**config.mk**
```make
export PLATFORM = sky130hd
export DESIGN_NAME = alu_flat
export DESIGN_NICKNAME = d
export VERILOG_FILES = /design/src/rtl/alu_pkg.sv /design/src/rtl/alu_if.sv /design/src/rtl/alu_adder.sv /design/src/rtl/alu.sv /design/src/flat_wrapper.sv
export SDC_FILE = /design/constraint.sdc
export NUM_CORES = 1
export LEC_CHECK = 0
export ABC_CLOCK_PERIOD_IN_PS = 5700
export BUFFER_PORTS_ARGS = -buffer_cell sky130_fd_sc_hd__buf_2
export CORE_MARGIN = 2
export CORE_UTILIZATION = 45
export CTS_BUF_LIST = sky130_fd_sc_hd__clkbuf_16
export DETAILED_ROUTE_END_ITERATION = 8
export HOLD_SLACK_MARGIN = 0.05
export PLACE_DENSITY_LB_ADDON = 0.25
export REMOVE_ABC_BUFFERS = 1
export SYNTH_ARGS = -nofsm -noshare
export SYNTH_HDL_FRONTEND = slang
export SYNTH_SLANG_ARGS = --single-unit
```
**constraint.sdc**
```tcl
create_clock -name clk -period 5.7 [get_ports clk]
set_input_delay 0.285 -clock clk [delete_from_list [all_inputs] [get_ports clk]]
set_output_delay 0.285 -clock clk [all_outputs]
set_load 0.02 [all_outputs]
```
**src/rtl/alu_pkg.sv**
```systemverilog
// alu_pkg: shared definitions for the ALU block.
// Operation encodings, Status flag bit positions and the signed-overflow
// helper used by the flag logic.
// Optional feature macro used across the block: ALU_OVF_STICKY_EN.
package alu_pkg;

  // Operation select encodings carried on ALUControl
  typedef enum logic [1:0] {
    ALU_ADD = 2'b00,
    ALU_SUB = 2'b01,
    ALU_AND = 2'b10,
    ALU_OR  = 2'b11
  } alu_op_e;

  // Bit positions of the flags inside the 4-bit Status word {N,Z,C,V}
  localparam int unsigned FLAG_N = 3;
  localparam int unsigned FLAG_Z = 2;
  localparam int unsigned FLAG_C = 1;
  localparam int unsigned FLAG_V = 0;

  localparam int unsigned STATUS_W = 4;

  // Two's-complement overflow: both adder inputs carry the same sign and
  // the sum's sign differs from it. b_msb is the sign after any inversion.
  function automatic logic signed_ovf(input logic a_msb,
                                      input logic b_msb,
                                      input logic s_msb);
    signed_ovf = (a_msb == b_msb) && (s_msb != a_msb);
  endfunction

  // True for operations that route the adder onto ALUResult
  function automatic logic is_arith(input alu_op_e op);
    is_arith = (op == ALU_ADD) || (op == ALU_SUB);
  endfunction

endpackage : alu_pkg

```
**src/rtl/alu_if.sv**
```systemverilog
// alu_if: operand/result bundle between the datapath and the ALU.
// The master (datapath) drives operands and the operation select; the
// slave (alu) returns the combinational result, Zero and the registered
// flags. OvfSticky exists only when ALU_OVF_STICKY_EN is defined.
interface alu_if #(
  parameter int WIDTH = 32
) ();

  logic [WIDTH-1:0] SrcA;
  logic [WIDTH-1:0] SrcB;
  logic [1:0]       ALUControl;
  logic             Zero;
  logic [WIDTH-1:0] ALUResult;
  logic [3:0]       Status;
`ifdef ALU_OVF_STICKY_EN
  logic             OvfSticky;
`endif

`ifdef ALU_OVF_STICKY_EN
  modport master (
    output SrcA, SrcB, ALUControl,
    input  Zero, ALUResult, Status, OvfSticky
  );

  modport slave (
    input  SrcA, SrcB, ALUControl,
    output Zero, ALUResult, Status, OvfSticky
  );
`else
  modport master (
    output SrcA, SrcB, ALUControl,
    input  Zero, ALUResult, Status
  );

  modport slave (
    input  SrcA, SrcB, ALUControl,
    output Zero, ALUResult, Status
  );
`endif

endinterface : alu_if

```
**src/rtl/alu_adder.sv**
```systemverilog
// alu_adder: WIDTH-bit ripple-style adder with carry-in and carry-out.
// ADD uses it directly; SUB feeds it the inverted B operand with cin = 1.
module alu_adder #(
  parameter int WIDTH = 32
) (
  input  logic [WIDTH-1:0] a,
  input  logic [WIDTH-1:0] b,
  input  logic             cin,
  output logic [WIDTH-1:0] sum,
  output logic             cout
);

  logic [WIDTH:0] total_s;

  // Widen by one bit so the carry out of the MSB is kept
  always_comb begin
    total_s = {1'b0, a} + {1'b0, b} + {{WIDTH{1'b0}}, cin};
  end

  assign sum  = total_s[WIDTH-1:0];
  assign cout = total_s[WIDTH];

endmodule : alu_adder

```
**src/rtl/alu.sv**
```systemverilog
// alu: 32-bit combinational ADD/SUB/AND/OR unit with a Zero output for
// branch decisions and a one-cycle-delayed {N,Z,C,V} status register.
// Optional: ALU_OVF_STICKY_EN adds a sticky signed-overflow flag that is
// set by any ADD/SUB overflow and cleared only by reset.
// ALUResult and Zero do not depend on reset; only the flag registers do.
// WIDTH must match the WIDTH of the connected alu_if instance.
module alu
  import alu_pkg::*;
#(
  parameter int WIDTH = 32
) (
  input  logic clk,
  input  logic reset,
  alu_if.slave bus
);

  alu_op_e              op_s;
  logic [WIDTH-1:0]     b_op_s;
  logic                 cin_s;
  logic [WIDTH-1:0]     sum_s;
  logic                 cout_s;
  logic [WIDTH-1:0]     result_s;
  logic                 zero_s;
  logic                 flag_n_s;
  logic                 flag_c_s;
  logic                 flag_v_s;
  logic [STATUS_W-1:0]  status_d;
  logic [STATUS_W-1:0]  status_q;
`ifdef ALU_OVF_STICKY_EN
  logic                 ovf_d;
  logic                 ovf_q;
`endif

  assign op_s = alu_op_e'(bus.ALUControl);

  // Adder operand conditioning: SUB is A + ~B + 1
  always_comb begin
    b_op_s = bus.SrcB;
    cin_s  = 1'b0;
    if (op_s == ALU_SUB) begin
      b_op_s = ~bus.SrcB;
      cin_s  = 1'b1;
    end else begin
      b_op_s = bus.SrcB;
      cin_s  = 1'b0;
    end
  end

  alu_adder #(
    .WIDTH (WIDTH)
  ) u_adder (
    .a    (bus.SrcA),
    .b    (b_op_s),
    .cin  (cin_s),
    .sum  (sum_s),
    .cout (cout_s)
  );

  // Result mux selected by the operation code
  always_comb begin
    result_s = {WIDTH{1'b0}};
    case (op_s)
      ALU_ADD: result_s = sum_s;
      ALU_SUB: result_s = sum_s;
      ALU_AND: result_s = bus.SrcA & bus.SrcB;
      ALU_OR:  result_s = bus.SrcA | bus.SrcB;
      default: result_s = {WIDTH{1'b0}};
    endcase
  end

  // Flags of the current operation; C and V are only meaningful for ADD/SUB
  always_comb begin
    zero_s   = (result_s == {WIDTH{1'b0}});
    flag_n_s = result_s[WIDTH-1];
    flag_c_s = 1'b0;
    flag_v_s = 1'b0;
    if (is_arith(op_s)) begin
      flag_c_s = cout_s;
      flag_v_s = signed_ovf(bus.SrcA[WIDTH-1], b_op_s[WIDTH-1], sum_s[WIDTH-1]);
    end else begin
      flag_c_s = 1'b0;
      flag_v_s = 1'b0;
    end
  end

  // Next status word assembled at the fixed flag positions
  always_comb begin
    status_d         = {STATUS_W{1'b0}};
    status_d[FLAG_N] = flag_n_s;
    status_d[FLAG_Z] = zero_s;
    status_d[FLAG_C] = flag_c_s;
    status_d[FLAG_V] = flag_v_s;
  end

  // Status register: reloads every edge, cleared asynchronously by reset
  always_ff @(posedge clk or posedge reset) begin
    if (reset) begin
      status_q <= {STATUS_W{1'b0}};
    end else begin
      status_q <= status_d;
    end
  end

`ifdef ALU_OVF_STICKY_EN
  // Sticky overflow next value: once set it holds until reset
  always_comb begin
    ovf_d = ovf_q | flag_v_s;
  end

  // Sticky overflow register, cleared asynchronously by reset
  always_ff @(posedge clk or posedge reset) begin
    if (reset) begin
      ovf_q <= 1'b0;
    end else begin
      ovf_q <= ovf_d;
    end
  end

  assign bus.OvfSticky = ovf_q;
`endif

  assign bus.ALUResult = result_s;
  assign bus.Zero      = zero_s;
  assign bus.Status    = status_q;

endmodule : alu

```
**src/flat_wrapper.sv**
```systemverilog
// flat-port wrapper written by rule: the top's interface ports become plain ports
module alu_flat import alu_pkg::*;
#(
  parameter int WIDTH = 32
)
  (clk, reset, bus_SrcA, bus_SrcB, bus_ALUControl, bus_Zero, bus_ALUResult, bus_Status);
  alu_if #(.WIDTH(WIDTH)) bus_i ();
  input  logic clk;
  input  logic reset;
  input wire logic [$bits(bus_i.SrcA)-1:0] bus_SrcA;
  input wire logic [$bits(bus_i.SrcB)-1:0] bus_SrcB;
  input wire logic [$bits(bus_i.ALUControl)-1:0] bus_ALUControl;
  output wire logic [$bits(bus_i.Zero)-1:0] bus_Zero;
  output wire logic [$bits(bus_i.ALUResult)-1:0] bus_ALUResult;
  output wire logic [$bits(bus_i.Status)-1:0] bus_Status;
  assign bus_i.SrcA = bus_SrcA;
  assign bus_i.SrcB = bus_SrcB;
  assign bus_i.ALUControl = bus_ALUControl;
  assign bus_Zero = bus_i.Zero;
  assign bus_ALUResult = bus_i.ALUResult;
  assign bus_Status = bus_i.Status;
  alu #(.WIDTH(WIDTH)) u_core (.clk(clk), .reset(reset), .bus(bus_i));
endmodule
```
==> metrics.txt <==
Synth Area per Inst=7.097 um^2; asr flop ratio synth=1.000; Hold Crit Class=input pin to flip-flop; Initial Util=0.4658; # IOs=105; Final min period=4904 ps; EDFF count, synth=0; Routed WL=10,930 um; initial antenna violation count=0; TritonCTS Sinks=4; synth-to-layout area growth=19.37%; synthesis warning total=0; peak supply drop=~0.11 mV; number of synthesized register bits=4; routed length per instance=roughly 16 um; Crit Path Category=input pin to output pin; drt first pass iters=5; Lkg Pwr=0.001801 uW; TritonCTS Buffers=3; global-route wire length before repair=17,640 um; diode count=0; initial drt markers=273; critical path startpoint=bus_ALUControl[0]; maxcap violations=0; setup slack after layout=795.6 ps; post-CTS setup buffers=0; RSZ-0062 raised after global routing=false; RD Place Congestion=between 1 and 1.5; fmax=~200 MHz; GRT Total Usage=0.2546; max-slew violation count=0; vias in the first global route=~3.7k; CTS tree=done; Die W=90.65 um; port bufs=104; DIE HEIGHT=roughly 91 um; commonest non-fill, non-tap cell in the layout=buf_2; Die Footprint=8217 um^2; Synth Instances=476; share of cells above drive strength 1=0.2336; Clock Path Buffers=2; Remaining DRCs=0; core area=7253 um^2; status=finished clean; hold path depth=3; Setup TNS Final=0 ps; DP HPWL=8650 um; utilization after layout=0.5560; row cnt=31; crit share post-route=0.8604; Worst Max-Slew Pin Slew=641.6 ps; most frequent cells in the layout=buf_2 (104), nand2_1 (49), a21oi_1 (40), xnor2_1 (38), ha_1 (35); largest net degree at the start of global routing=64; Seq/Total Area, Yosys=0.02963; root buffer cell=clkbuf_16; post-placement setup slack=847.6 ps; kind of end point of the critical path=output pin; Vias=4,010; htree depth=1; library cells used by synthesis=76; Crit Path Max Fanout=39; flip-flop count of the largest register after layout=4; Final Hold Vio Count=0; Worst Hold Endpoint=u_core.bus.Status[0]$_DFF_PP0_; slew margin rel.=0.5722; CTS clk-pin slew, worst paths=30 ps; gr ovfl total=0; Synth Cell Area=between 3000 and 4000 um^2; Primary FF master, synth=dfrtp_1; endpoints failing setup=0; CP Launch Type=input pin; Nets=671; Power Dens Cells=190.3 nW/um^2; hold_sp=bus_SrcA[31]; Worst Path Required=roughly 5400 ps; Arrival @ worst endpoint=between 4000 and 5000 ps; Detail Route Antenna Nets=0; vias per cell=6.039
## report_power, final
part / internal (uW) / switching [uW]
combinational: 243 / 384
clock: 89.5 / 18.7
sequential: 31.7 / 0.795
total: 364 / 403
## area by class of cell
class                           instances  area, um^2
Sequential cell                         4       100.1
Multi-Input combinational cell        430        3102
Clock buffer                            3       75.07
Fill cell                             716        3221
Inverter                               19       71.32
Timing Repair Buffer                  109       560.5
Tap cell                               99       123.9
## synth_stat cells (4+ instances only)
| cell | n | area [um^2] |
|---|---|---|
| buf_2 | 5 | 25.02 |
| a211oi_1 | 6 | 45.04 |
| a21oi_1 | 40 | 200.2 |
| a31oi_1 | 4 | 25.02 |
| nand4_1 | 5 | 31.28 |
| and3_1 | 12 | 75.07 |
| o211ai_1 | 4 | 30.03 |
| buf_1 | 6 | 22.52 |
| nor2b_1 | 7 | 43.79 |
| o21ai_0 | 28 | 140.1 |
| nand3_1 | 10 | 50.05 |
| xor2_1 | 5 | 43.79 |
| a21o_1 | 13 | 97.59 |
| a2111oi_0 | 4 | 35.03 |
| inv_1 | 19 | 71.32 |
| nor3b_1 | 6 | 45.04 |
| nor2_1 | 32 | 120.1 |
| o21a_1 | 8 | 60.06 |
| ha_1 | 35 | 437.9 |
| nand2_1 | 50 | 187.7 |
| a211o_1 | 5 | 43.79 |
| nor3_1 | 11 | 55.05 |
| o31ai_1 | 11 | 82.58 |
| dfrtp_1 | 4 | 100.1 |
| clkbuf_1 | 10 | 37.54 |
| maj3_1 | 24 | 240.2 |
| xnor2_1 | 38 | 332.8 |
## critical path, stage by stage
cell and delay, ps:
buf_2 150, buf_4 410, nor3b_1 390, a21oi_1 100
fa_1 410, nor2b_1 230, o31a_2 260, o2111ai_1 190
and3_1 230, o21ai_0 220, o2111ai_1 150, or4_1 540
or4b_1 510, nor4_2 300, buf_2 230
## cells by family after synthesis
family                   after synthesis  synth area share
AND/OR/NAND/NOR                      158            0.2437
flip-flops                             4           0.02963
AO/OA/AOI/OAI                        166            0.3444
buffers and inverters                 42           0.05296
multiplexers                           2          0.006296
adder cells (fa/ha/maj)               60            0.2067
XOR/XNOR                              44            0.1163
## stage by stage
stage | instances | total power, uW | hold WS, ps | instance area, um^2
after floorplan | 453 | 469.0 | 51.08 | 3271
after detailed placement | 660 | 647.1 | 179.0 | 3948
final | 664 | 767.5 | 383.3 | 4033
after CTS | 664 | 760.5 | 381.5 | 4033
after global placement | 660 | 642.9 | 163.0 | 3948
after global routing | 664 | 829.7 | 402.8 | 4033
## worst max path at each step
stage                           to  slack, ps  depth (start not counted)
after floorplan           bus_Zero        340                         13
after detailed placement  bus_Zero        850                         15
after global placement    bus_Zero        900                         15
final                     bus_Zero        800                         15
after global routing      bus_Zero        500                         15
after CTS                 bus_Zero        820                         15
## what timing repair did
item / 4_1_cts / 5_1_grt
hold buffers: 1 / 0
endpoints found under the hold margin: 4 / 0
resized for setup: 0 / 0
## routing by layer
metal,share of wire,track usage
met1,0.45,0.3536
met2,0.48,0.4440
met3,0.056,0.01252
met4,0.015,0.03590
met5,0,0
No activity file was read; power rests on OpenSTA's default activity.
